===== src/rtl/deserializer_pkg.sv =====
// deserializer_pkg: shared sizing, state encoding and helpers for the deserializer.
// No ports. Imported by deserializer_if, sync_edge_detect and deserializer.
package deserializer_pkg;
   localparam int WORD_WIDTH_DEFAULT = 12;
   typedef enum logic [1:0] {IDLE, ARMED, SHIFT, DRAIN} state_t;
   function automatic int cnt_width(input int w);
      return $clog2(w + 1);
   endfunction
endpackage


===== src/rtl/deserializer_if.sv =====
// deserializer_if: serial link inputs plus valid/ready parallel output of the deserializer.
// Ports: none. Modport slave = deserializer side, master = serializer/consumer side.
interface deserializer_if import deserializer_pkg::*; #(
   parameter int WORD_WIDTH = WORD_WIDTH_DEFAULT
);
   logic                  i_sclk;
   logic                  i_data_serial;
   logic                  i_data_sent;
   logic                  i_data_ready;
   logic [WORD_WIDTH-1:0] o_data_parallel;
   logic                  o_data_valid;
   logic                  o_busy;
   logic                  o_overrun;
   logic                  o_frame_err;
   modport slave (
      input  i_sclk, i_data_serial, i_data_sent, i_data_ready,
      output o_data_parallel, o_data_valid, o_busy, o_overrun, o_frame_err
   );
   modport master (
      output i_sclk, i_data_serial, i_data_sent, i_data_ready,
      input  o_data_parallel, o_data_valid, o_busy, o_overrun, o_frame_err
   );
endinterface


===== src/rtl/deserializer_sync_edge_detect.sv =====
// sync_edge_detect: 2-FF synchronizer for i_e and i_d, with rise/fall pulses on i_e only.
// Ports: i_clk, i_rst (sync, active-high), i_e (edge-detected input), i_d[W-1:0] (sync-only
// inputs), o_sync[W-1:0] (synchronized i_d), o_rise/o_fall (single-cycle pulses of i_e).
module sync_edge_detect import deserializer_pkg::*; #(
   parameter int W = 1
) (
   input  logic         i_clk,
   input  logic         i_rst,
   input  logic         i_e,
   input  logic [W-1:0] i_d,
   output logic [W-1:0] o_sync,
   output logic         o_rise,
   output logic         o_fall
);
   logic [W:0] meta_q, sync_q;
   logic       prev_q;
   always_ff @(posedge i_clk) begin
      if (i_rst) begin
         meta_q <= '0;
         sync_q <= '0;
         prev_q <= 1'b0;
      end else begin
         meta_q <= {i_d, i_e};
         sync_q <= meta_q;
         prev_q <= sync_q[0];
      end
   end
   assign o_sync = sync_q[W:1];
   assign o_rise = sync_q[0] & ~prev_q;
   assign o_fall = ~sync_q[0] & prev_q;
endmodule


===== src/rtl/deserializer.sv =====
// deserializer: oversamples a serializer's SCLK/data/idle lines and rebuilds MSB-first words.
// Ports: i_clk, i_rst (sync, active-high), bus (deserializer_if.slave: serial inputs,
// valid/ready parallel output, busy, overrun and frame-error pulses).
// Option: define DESERIALIZER_TIMEOUT_EN to abort a word when SCLK stalls TIMEOUT_CYCLES.
module deserializer import deserializer_pkg::*; #(
   parameter int WORD_WIDTH     = WORD_WIDTH_DEFAULT,
   parameter int TIMEOUT_CYCLES = 256
) (
   input logic           i_clk,
   input logic           i_rst,
   deserializer_if.slave bus
);
   localparam int CW = cnt_width(WORD_WIDTH);
   localparam int TW = $clog2(TIMEOUT_CYCLES + 1);
`ifdef DESERIALIZER_TIMEOUT_EN
   localparam bit TO_EN = 1'b1;
`else
   localparam bit TO_EN = 1'b0;
`endif
   state_t                state_q, state_d;
   logic [CW-1:0]         cnt_q, cnt_d;
   logic [WORD_WIDTH-1:0] sr_q, sr_d, par_q, par_d;
   logic [TW-1:0]         wd_q, wd_d;
   logic                  valid_q, valid_d, ovr_q, ovr_d, ferr_q, ferr_d;
   logic [1:0]            sync;
   logic                  sclk_rise, sclk_fall, done, timeout;
   sync_edge_detect #(.W(2)) u_sync (
      .i_clk  (i_clk),
      .i_rst  (i_rst),
      .i_e    (bus.i_sclk),
      .i_d    ({bus.i_data_sent, bus.i_data_serial}),
      .o_sync (sync),
      .o_rise (sclk_rise),
      .o_fall (sclk_fall)
   );
   always_comb begin
      state_d = state_q;
      cnt_d   = cnt_q;
      sr_d    = sr_q;
      par_d   = par_q;
      valid_d = valid_q && !bus.i_data_ready;
      ovr_d   = 1'b0;
      ferr_d  = 1'b0;
      done    = 1'b0;
      timeout = TO_EN && wd_q == TW'(TIMEOUT_CYCLES);
      // watchdog only runs while a word is expected; any SCLK edge restarts it
      wd_d    = (state_q inside {ARMED, SHIFT}) && !(sclk_rise || sclk_fall) ? wd_q + 1'b1 : '0;
      case (state_q)
         IDLE: begin
            cnt_d   = '0;
            sr_d    = '0;
            state_d = sync[1] ? IDLE : ARMED;
         end
         ARMED: begin
            if (timeout) begin
               ferr_d  = 1'b1;
               state_d = DRAIN;
            end else if (sclk_rise) state_d = SHIFT;
            else if (sync[1]) state_d = IDLE;
         end
         SHIFT: begin
            if (timeout) begin
               ferr_d  = 1'b1;
               state_d = DRAIN;
            end else if (sclk_fall) begin
               sr_d  = {sr_q[WORD_WIDTH-2:0], sync[0]};
               cnt_d = cnt_q + 1'b1;
               if (cnt_q == CW'(WORD_WIDTH - 1)) begin
                  done    = 1'b1;
                  state_d = DRAIN;
               end
            end else if (sync[1]) begin
               ferr_d  = 1'b1;
               state_d = IDLE;
            end
         end
         DRAIN: state_d = sync[1] ? IDLE : DRAIN;
         default: state_d = IDLE;
      endcase
      // a completing word always wins over the consumer's accept of the previous one
      if (done) begin
         par_d   = sr_d;
         valid_d = 1'b1;
         ovr_d   = valid_q && !bus.i_data_ready;
      end
   end
   always_ff @(posedge i_clk) begin
      if (i_rst) begin
         state_q <= IDLE;
         cnt_q   <= '0;
         sr_q    <= '0;
         par_q   <= '0;
         wd_q    <= '0;
         valid_q <= 1'b0;
         ovr_q   <= 1'b0;
         ferr_q  <= 1'b0;
      end else begin
         state_q <= state_d;
         cnt_q   <= cnt_d;
         sr_q    <= sr_d;
         par_q   <= par_d;
         wd_q    <= wd_d;
         valid_q <= valid_d;
         ovr_q   <= ovr_d;
         ferr_q  <= ferr_d;
      end
   end
   assign bus.o_data_parallel = par_q;
   assign bus.o_data_valid    = valid_q;
   assign bus.o_overrun       = ovr_q;
   assign bus.o_frame_err     = ferr_q;
   assign bus.o_busy          = (state_q == ARMED) || (state_q == SHIFT);
endmodule


===== src/flat_wrapper.sv =====
// flat-port wrapper written by rule: the top's interface ports become plain ports
module deserializer_flat import deserializer_pkg::*;
#(
   parameter int WORD_WIDTH     = WORD_WIDTH_DEFAULT,
   parameter int TIMEOUT_CYCLES = 256
)
  (i_clk, i_rst, bus_i_sclk, bus_i_data_serial, bus_i_data_sent, bus_i_data_ready, bus_o_data_parallel, bus_o_data_valid, bus_o_busy, bus_o_overrun, bus_o_frame_err);
  deserializer_if #(.WORD_WIDTH(WORD_WIDTH)) bus_i ();
  input logic i_clk;
  input logic i_rst;
  input wire logic [$bits(bus_i.i_sclk)-1:0] bus_i_sclk;
  input wire logic [$bits(bus_i.i_data_serial)-1:0] bus_i_data_serial;
  input wire logic [$bits(bus_i.i_data_sent)-1:0] bus_i_data_sent;
  input wire logic [$bits(bus_i.i_data_ready)-1:0] bus_i_data_ready;
  output wire logic [$bits(bus_i.o_data_parallel)-1:0] bus_o_data_parallel;
  output wire logic [$bits(bus_i.o_data_valid)-1:0] bus_o_data_valid;
  output wire logic [$bits(bus_i.o_busy)-1:0] bus_o_busy;
  output wire logic [$bits(bus_i.o_overrun)-1:0] bus_o_overrun;
  output wire logic [$bits(bus_i.o_frame_err)-1:0] bus_o_frame_err;
  assign bus_i.i_sclk = bus_i_sclk;
  assign bus_i.i_data_serial = bus_i_data_serial;
  assign bus_i.i_data_sent = bus_i_data_sent;
  assign bus_i.i_data_ready = bus_i_data_ready;
  assign bus_o_data_parallel = bus_i.o_data_parallel;
  assign bus_o_data_valid = bus_i.o_data_valid;
  assign bus_o_busy = bus_i.o_busy;
  assign bus_o_overrun = bus_i.o_overrun;
  assign bus_o_frame_err = bus_i.o_frame_err;
  deserializer #(.WORD_WIDTH(WORD_WIDTH), .TIMEOUT_CYCLES(TIMEOUT_CYCLES)) u_core (.i_clk(i_clk), .i_rst(i_rst), .bus(bus_i));
endmodule

===== config.mk =====
export PLATFORM = sky130hd
export DESIGN_NAME = deserializer_flat
export DESIGN_NICKNAME = d
export VERILOG_FILES = /design/src/rtl/deserializer_pkg.sv /design/src/rtl/deserializer_if.sv /design/src/rtl/deserializer_sync_edge_detect.sv /design/src/rtl/deserializer.sv /design/src/flat_wrapper.sv
export SDC_FILE = /design/constraint.sdc
export NUM_CORES = 1
export LEC_CHECK = 0
export ABC_AREA = 0
export CAP_MARGIN = 10
export CELL_PAD_IN_SITES_DETAIL_PLACEMENT = 1
export CELL_PAD_IN_SITES_GLOBAL_PLACEMENT = 1
export CORE_MARGIN = 4
export CORE_UTILIZATION = 40
export CTS_BUF_LIST = sky130_fd_sc_hd__clkbuf_8
export DETAILED_ROUTE_END_ITERATION = 12
export HOLD_SLACK_MARGIN = 0.05
export PLACE_DENSITY = 0.74
export SYNTH_ARGS = -nofsm -noshare
export SYNTH_HDL_FRONTEND = slang
export SYNTH_SLANG_ARGS = --single-unit
export TNS_END_PERCENT = 5

===== constraint.sdc =====
create_clock -name i_clk -period 2.2 [get_ports i_clk]
set_clock_uncertainty 0.05 [all_clocks]
set_input_delay 0.66 -clock i_clk [delete_from_list [all_inputs] [get_ports i_clk]]
set_output_delay 0.66 -clock i_clk [all_outputs]
set_load 0.01 [all_outputs]

---- After elaboration in Yosys (flattened, before gate mapping) ----
Cells that the tools add are included.
operators by class
  bitwise operators ....................... 6
  divide/modulo/power cells ............... 0
  muxes and demuxes ....................... 16
  order comparisons ....................... 0
  eq/ne operators ......................... 6
  reductions and logical operators ........ 8
  multiply operators ...................... 0
  $add $sub $neg .......................... 1
  shift operators ......................... 0
operator list
  operator                                                         number
  12-bit case mux with 2 select lines                              1
  12-bit 2-to-1 mux                                                1
  2-bit 2-to-1 mux                                                 5
  2-bit case mux with 4 select lines                               1
  4-bit case mux with 2 select lines                               1
  1-bit 2-to-1 mux                                                 6
  4-bit by 1-bit adder with 4-bit output, second input constant    1
  2-bit == test, second input constant                             2
  4-bit == test, second input constant                             1
  4-bit 2-to-1 mux                                                 1
  1-bit inverter                                                   4
  3-bit != test, second input constant                             1
  3-bit OR reduction                                               1
  1-bit bitwise AND                                                2
  2-bit by 1-bit == test with 1-bit output, second input constant  1
  2-bit logical NOT                                                1
  2-bit by 1-bit != test with 1-bit output, second input constant  1
  2-bit AND reduction                                              1
  2-bit nonzero test                                               1
  2-bit OR reduction                                               1
  1-bit logical AND                                                1
  1-bit logical NOT                                                1
  1-bit logical OR                                                 1
word-level totals
  flip-flop bits (word level) ............. 40
  RAM bits ................................ 0
  bits in read-only memories .............. 0
  latch bits .............................. 0
  memories kept ........................... 0
  logic and storage cells ................. 47
  output and inout bits ................... 16

---- Depth between registers and ports, before layout ----
Gate-level depths: netlist of run 1.
  word-level depth ........................ 6
  gate-level depth with buffers ........... 7
  mapped depth without buffers ............ 6

---- Cells and area by module ----
From an unflattened synthesis of run 1, not the netlist that was laid out.
unflattened totals
  cell total of the unflattened synthesis .. 177
  area total of the unflattened synthesis .. 1629.1 um^2
by module, submodules not included
  module            cells each  instances  area an instance (um^2)
  deserializer      159         1          1417.6
  sync_edge_detect  18          1          211.5

---- Worst setup path after synthesis of run 1 ----
OpenSTA, ideal clock, no wires.
  kind .................................... register -> register
  start point ............................. reg u_core.state_q[0]
  end point ............................... reg u_core.par_q[3], in the netlist u_core.bus.o_data_parallel[3]
  clock period less this slack ............ 1619 ps
  cell stages (with the launch flop) ...... 8
  buffers on the path ..................... 1
  data required time ...................... 2063 ps
  path slack .............................. 581 ps
  data arrival time ....................... 1482 ps
  cells stage by stage .................... dfxtp_1 inv_1 ha_1 nor2_2 a21o_1 buf_2 a22oi_1 a211oi_1
on the way
  word-level cells in the longest chain between the ends .. 2
  elaborated cells on any way between the ends .. 4
  those cells by class .................... eq/ne: 1; mux: 2; reduce/logical: 1
RTL lines
  what                                                                     RTL line             source
  start: declaration                                                       deserializer.sv:20   state_t state_q, state_d;
  start signal: assignment                                                 deserializer.sv:98   state_q <= state_d;
  2-bit == test or 2-bit logical NOT (tied branches)                       n/a
  12-bit case mux with 2 select lines or 1-bit 2-to-1 mux (tied branches)  deserializer.sv:48   case (state_q)
  end signal: assignment                                                   deserializer.sv:101  par_q <= par_d;
  end: declaration                                                         deserializer.sv:22   logic [WORD_WIDTH-1:0] sr_q, sr_d, par_q, par_d;
Several ways; a longest one is shown, not always the timed one.
A chain may end at the register's enable or synchronous reset.

---- Final worst setup path of run 1 ----
  start point ............................. reg u_core.state_q[0]
  end point ............................... out bus_o_busy
on the way
  word-level cells in the longest chain between the ends .. 2
  elaborated cells on any way between the ends .. 3
  those cells by class .................... eq/ne: 2; reduce/logical: 1
RTL lines
  what                                                                       RTL line             source
  2-bit by 1-bit == test with 1-bit output or 2-bit == test (tied branches)  n/a
  1-bit logical OR (*)                                                       deserializer.sv:112  assign bus.o_busy = (state_q == ARMED) || (state_q == SHIFT);
  end: declaration                                                           flat_wrapper.sv:17   output wire logic [$bits(bus_i.o_busy)-1:0] bus_o_busy;
Mark *: on every way between the ends. The rest lies on a longest branch, timed or not.

==> results.json, run 1 <==
{
  "initial_antenna_violation_count": 0,
  "std_cell_rows": 23,
  "initial_utilization_pct": 41.3,
  "finalSetupTns_ns": 0,
  "port_buffers": 21,
  "synthMostInstantiatedCell": "sky130_fd_sc_hd__dfxtp_1",
  "holdCritStartpoint": "u_core.u_sync.meta_q[0]$_SDFF_PP0_",
  "pwr_density_cell_nw_per_um2": 645,
  "syn-instance-count": 165,
  "power.ir.vdd_worst_mv": 0.429,
  "finalWeightedCongestion": 0.778,
  "synth.ff_latch_count": 40,
  "cts_sinks": 40,
  "coreArea_um2": 3970,
  "timing_hold_violations_final": 0,
  "worst_relative_slew_slack_pct": 74.4,
  "worstPathArrival_ns": 1.34,
  "synth_area_leader_cell": "sky130_fd_sc_hd__dfxtp_1",
  "peak_clock_frequency_supported_by_timing_ghz": 0.488,
  "min_path_type": "register to register",
  "detail_route.wl_per_cell_um": 15.1,
  "maxCapViolations": 0,
  "cts_tree": "built",
  "tightestPinTransition_ns": 0.384,
  "numCtsBuffers": 5,
  "viasPerCell": 5.18,
  "die-height_um": 72.0,
  "ctsLongestPathBuffers": 2,
  "dp_hpwl_um": 2550,
  "synthDistinctLibCells": 35,
  "synth_edf_count": 0,
  "postSynth.asyncResetShare_pct": 0,
  "dr_total_vias": 1222,
  "layout-drive-gt1-share_pct": 14.5,
  "setup_viol_count_final": 0,
  "final-instance-count-excl-fill": 236,
  "synth_sequential_area_ratio_pct": 48.8,
  "postPlaceCellArea_um2": 1880,
  "final_core_utilization_pct": 49.3,
  "grt_pass1_wl_um": 6210,
  "syn_nets": 178,
  "synth.cell_area_um2": 1640,
  "drtPass1Iterations": 4,
  "layout.cell_area.non_filler_um2": 1960,
  "layout.filler_cells": 444,
  "timing.setup.critical_path_class": "register to output port",
  "die-area_um2": 5190,
  "critPathLaunchType": "register",
  "post-route-drc-count": 0,
  "wl_um": 3560,
  "clk_pin_slew_worst_paths_ns": 0.07,
  "most_common_library_cells_after_synthesis": "sky130_fd_sc_hd__dfxtp_1 (40), sky130_fd_sc_hd__nor2_1 (24), sky130_fd_sc_hd__a22oi_1 (12)",
  "period_needed_ns": 2.05,
  "syn_area_per_cell_um2": 9.94,
  "total_power_uw": 1260,
  "detail_route.iter0.violations": 56,
  "cts_hold_buf": 0,
  "p_leak_uw": 0.000683,
  "clockRootBuffer": "sky130_fd_sc_hd__clkbuf_8",
  "rsz0062_at_grt": "no",
  "layout-area-overhead-vs-synth_pct": 19.5,
  "die_x_um": 72.0,
  "critPathMaxFanout": 5,
  "fin_nets": 199,
  "pins_over_slew_limit": 0,
  "largest_net_degree_at_the_start_of_global_routing": 41,
  "dpl.cell_count": 229,
  "postSynth.topFlopCell": "sky130_fd_sc_hd__dfxtp_1",
  "clk_latency_ns": 0.29,
  "status": "complete, no violations",
  "finalCritPeriodShare_pct": 93.2,
  "synth_top_area_share_pct": 48.8,
  "grt_remaining_overflow": 0,
  "grt_pass1_vias": 1351,
  "maximum_level_of_the_cts_h_tree": 2,
  "startpoint": "u_core.state_q[0]$_SDFFE_PP0P_",
  "route.antenna.remaining_nets": 0,
  "synth_warnings": 0,
  "crit_required_ns": 1.49,
  "worstSetupEndpointType": "output port",
  "yosys-top-cells-area": "sky130_fd_sc_hd__dfxtp_1 (49%), sky130_fd_sc_hd__a211oi_2 (6.1%), sky130_fd_sc_hd__a22oi_1 (5.5%), sky130_fd_sc_hd__nor2_1 (5.5%), sky130_fd_sc_hd__ha_1 (5.3%)",
  "io-pin-count": 22,
  "n_antenna_cell": 0,
  "timing.rr.start": "u_core.state_q[0]$_SDFFE_PP0P_",
  "grt_util_all_layers_pct": 15.3
}
[final timing paths]
check	end	slack [ns]	depth (start not counted)
worst min-delay path	u_core.u_sync.sync_q[0]$_SDFF_PP0_	0.39	1
worst min register to register	u_core.u_sync.sync_q[0]$_SDFF_PP0_	0.39	1
worst max register to register	u_core.bus.o_data_parallel[1]$_SDFFE_PP0P_	0.22	6
worst max-delay path	bus_o_busy	0.15	3
[layout make-up]
| class | instances | area, µm² | area share [%] |
|---|---|---|---|
| tap | 50 | 62.6 | 3.19 |
| multi-input combinational | 110 | 757 | 38.6 |
| timing repair buffer | 23 | 236 | 12.1 |
| clock buffer | 5 | 68.8 | 3.51 |
| sequential | 40 | 803 | 41.0 |
| clock inverter | 2 | 8.76 | 0.447 |
| inverter | 6 | 22.5 | 1.15 |
[sequential cells by signal (all words and copies together) (netlist names)]
name / flops
u_core.state_q: 2
u_core.bus.o_overrun: 1
u_core.bus.o_data_parallel: 12
u_core.u_sync.prev_q: 1
u_core.sr_q: 12
u_core.u_sync.meta_q: 3
u_core.u_sync.sync_q: 3
u_core.cnt_q: 4
u_core.bus.o_frame_err: 1
u_core.bus.o_data_valid: 1
[metrics by stage]
| step | hold WS, ns | setup WS (ns) |
|---|---|---|
| floorplan | 0.364 | 0.581 |
| global placement | 0.370 | 0.220 |
| detailed placement | 0.375 | 0.128 |
| CTS | 0.392 | 0.131 |
| global route | 0.397 | 0.0529 |
| finish | 0.388 | 0.149 |
[power breakdown]
| part | internal [µW] | switching [µW] |
|---|---|---|
| logic | 31.1 | 45.5 |
| registers | 732 | 5.90 |
| clock network | 211 | 238 |
[metal layers]
layer / global-route usage (%) / wire length [µm]
met4: 6.26 / 63
met2: 26.6 / 1750
met3: 3.46 / 105
met1: 18.0 / 1640
met5: 0 / 0
[critical path: stages (launching register included)]
cell,delay [ns]
sky130_fd_sc_hd__dfxtp_2,0.37
sky130_fd_sc_hd__inv_1,0.11
sky130_fd_sc_hd__ha_1,0.30
sky130_fd_sc_hd__dlygate4sd2_1,0.28
[logic make-up after synthesis]
| kind of cell | after synthesis | synth area share, % |
|---|---|---|
| fa+ha+maj | 7 | 5.34 |
| flops | 40 | 48.8 |
| simple gates | 56 | 17.5 |
| compound gates | 43 | 20.6 |
| mux | 4 | 2.67 |
| buf+inv | 15 | 5.03 |
[repair_timing]
| item | in CTS | in global routing |
|---|---|---|
| buffers inserted | 0 | 0 |
| setup endpoints to repair | 1 | 0 |
| resized for setup | 3 | 0 |
| hold endpoints to repair | 0 | 0 |
[cells in the final DEF (no fill, tap or decap), drive strengths merged]
cell type	count
o22ai	1
nand4	1
dfxtp	40
nor3	1
inv	7
a21o	1
clkinv	1
and4	1
and4b	1
o21a	1
nor2b	10
nand3	2
ha	7
a211oi	11
a22oi	12
nand3b	2
a21oi	12
nand2b	3
buf	2
mux2i	1
dlygate4sd2	1
nor2	26
o21ai	2
mux2	3
clkdlybuf4s50	20
a31oi	1
o221ai	1
nand2	7
a2111oi	1
or3	2
clkbuf	5
Note: power is estimated with default switching activity, not from simulation.
==> run 2, diff against run 1 <==
CORE_UTILIZATION = 35   (was 40)
PLACE_DENSITY = 0.66   (was 0.74)
==> results.json, run 2 (same netlist as run 1, synthesis figures left out) <==
{
  "power.share.clock_pct": 38.7,
  "initial_antenna_violation_count": 0,
  "timing.critical_path.cells": "inv_1, ha_1, dlygate4sd2_1",
  "postCtsSetupBuffers": 0,
  "timing.setup.critical_path_class": "register to output port",
  "regToRegSetupSlack_ns": 0.27,
  "viasPerCell": 5.21,
  "std_cell_rows": 24,
  "io-pin-count": 22,
  "setup_viol_count_final": 0,
  "largest_net_degree_at_the_start_of_global_routing": 41,
  "finalWeightedCongestion": 0.656,
  "drtPass1Iterations": 4,
  "regToRegEndpoint": "u_core.bus.o_data_parallel[8]$_SDFFE_PP0P_",
  "pwr_density_cell_nw_per_um2": 669,
  "leading_cell_type_in_the_layout_fill_and_taps_excluded": "sky130_fd_sc_hd__dfxtp_1",
  "cts_sinks": 40,
  "p_leak_uw": 0.000687,
  "layout-drive-gt1-share_pct": 15.0,
  "port_buffers": 21,
  "numCtsBuffers": 5,
  "critical_path.endpoint": "bus_o_busy",
  "maximum_level_of_the_cts_h_tree": 2,
  "timing.rr.start": "u_core.state_q[0]$_SDFFE_PP0P_",
  "seqPwrFrac_pct": 55.7,
  "cpPeakStageDelay_ns": 0.38,
  "timing_hold_violations_final": 0,
  "initial_utilization_pct": 36.9,
  "power_switching_uw": 311,
  "ctsLongestPathBuffers": 2,
  "maxCapViolations": 0,
  "worst_relative_slew_slack_pct": 73.1,
  "worstPathArrival_ns": 1.35,
  "ff2ff_path_depth": 6,
  "dp_hpwl_um": 2540,
  "worstSetupEndpointType": "output port",
  "worstPathBufferInverterCount": 2,
  "detail_route.wl_per_cell_um": 15.4,
  "pins_over_slew_limit": 0,
  "status": "complete, no violations",
  "fin_nets": 199,
  "clk_latency_ns": 0.29,
  "finalSetupTns_ns": 0,
  "coreArea_um2": 4440,
  "clockRootBuffer": "sky130_fd_sc_hd__clkbuf_8",
  "route.antenna.remaining_nets": 0,
  "layout.filler_cells": 515,
  "layout-area-overhead-vs-synth_pct": 20.6,
  "postPlaceCellArea_um2": 1880,
  "dr_total_vias": 1244,
  "die-area_um2": 5850,
  "rsz0062_at_grt": "no",
  "crit_required_ns": 1.49,
  "slowest_stage": "sky130_fd_sc_hd__dfxtp_2",
  "detail_route.iter0.violations": 90,
  "min_path_type": "register to register",
  "grt_pass1_wl_um": 6420,
  "power.ir.vdd_worst_mv": 0.438,
  "finalCritPeriodShare_pct": 93.5,
  "critical-path-top-delay-family": "buffers and inverters",
  "critPathLaunchType": "register",
  "grt_pass1_vias": 1305,
  "period_needed_ns": 2.06,
  "post-route-drc-count": 0,
  "n_antenna_cell": 0,
  "startpoint": "u_core.state_q[1]$_SDFFE_PP0P_",
  "comb_power_share_pct": 5.7,
  "grt_util_all_layers_pct": 13.3,
  "wl_um": 3680,
  "critPathMaxFanout": 5,
  "peak_clock_frequency_supported_by_timing_ghz": 0.486,
  "p_int_uw": 1010,
  "die-height_um": 76.5,
  "die_x_um": 76.5,
  "netSwitchingFraction_pct": 23.5,
  "layout_common_cells": "sky130_fd_sc_hd__dfxtp_1 (38), sky130_fd_sc_hd__nor2_1 (24), sky130_fd_sc_hd__clkdlybuf4s50_1 (20)",
  "cts_tree": "built",
  "timing.critical_path.depth": 3,
  "tightestPinTransition_ns": 0.403,
  "layout.cell_area.non_filler_um2": 1980,
  "grt_remaining_overflow": 0,
  "clk_pin_slew_worst_paths_ns": 0.08
}
run 2: what timing repair did:
action                                  in CTS  in global routing
gates resized for setup                      3                  0
endpoints found under the setup margin       1                  0
hold buffers                                 0                  0
run 2: stage by stage:
step	hold slack, ns	power [µW]	utilization (%)	cells	setup slack [ns]
after floorplan	0.364	803	-	165	0.581
after global placement	0.370	827	42.4	231	0.210
after detailed placement	0.375	830	42.4	231	0.114
after CTS	0.394	1340	44.5	239	0.135
after global routing	0.403	1380	44.5	239	0.0871
final	0.392	1320	44.5	239	0.144
run 2: worst register-to-register path, cell delays in order (launching register included):
cell and delay, ns:
sky130_fd_sc_hd__dfxtp_2 0.36, sky130_fd_sc_hd__inv_1 0.10, sky130_fd_sc_hd__ha_1 0.32, sky130_fd_sc_hd__nor2_2 0.31, sky130_fd_sc_hd__a21o_1 0.31, sky130_fd_sc_hd__a22oi_1 0.16, sky130_fd_sc_hd__a211oi_2 0.24
run 2: cell type report:
class / count / area [µm²] / area share, %
Sequential cell: 40 / 803 / 40.6
Multi-Input combinational cell: 110 / 757 / 38.3
Timing Repair Buffer: 23 / 236 / 12.0
Clock buffer: 6 / 82.6 / 4.17
Tap cell: 52 / 65.1 / 3.29
Inverter: 6 / 22.5 / 1.14
Clock inverter: 2 / 11.3 / 0.569
run 2: power by group through the flow:
stage | clock [µW] | combinational (µW) | sequential [µW]
detailed placement | 0 | 76.5 | 754
global placement | 0 | 74.2 | 753
CTS | 524 | 76.0 | 737
floorplan | 0 | 50.8 | 752
global route | 558 | 82.6 | 738
finish | 512 | 75.2 | 737
run 2: how the worst min path moves through the flow:
stage / startpoint / end / slack [ns] / depth (start not counted)
after floorplan: u_core.u_sync.meta_q[0]$_SDFF_PP0_ / u_core.u_sync.sync_q[0]$_SDFF_PP0_ / 0.36 / 1
after global placement: u_core.u_sync.meta_q[1]$_SDFF_PP0_ / u_core.u_sync.sync_q[1]$_SDFF_PP0_ / 0.37 / 1
after detailed placement: u_core.u_sync.meta_q[0]$_SDFF_PP0_ / u_core.u_sync.sync_q[0]$_SDFF_PP0_ / 0.38 / 1
after CTS: u_core.u_sync.meta_q[0]$_SDFF_PP0_ / u_core.u_sync.sync_q[0]$_SDFF_PP0_ / 0.39 / 1
after global routing: u_core.u_sync.meta_q[1]$_SDFF_PP0_ / u_core.u_sync.sync_q[1]$_SDFF_PP0_ / 0.40 / 1
final: u_core.u_sync.meta_q[0]$_SDFF_PP0_ / u_core.u_sync.sync_q[0]$_SDFF_PP0_ / 0.39 / 1
run 2: per-layer routing:
metal	GRT usage, %	share of wire [%]	wire length (µm)	vias up
met5	0	0	0	-
met4	3.99	1.3	46	0
met3	4.61	3.5	130	7
met2	21.9	48	1770	20
met1	16.4	47	1730	599
li1	-	-	-	618
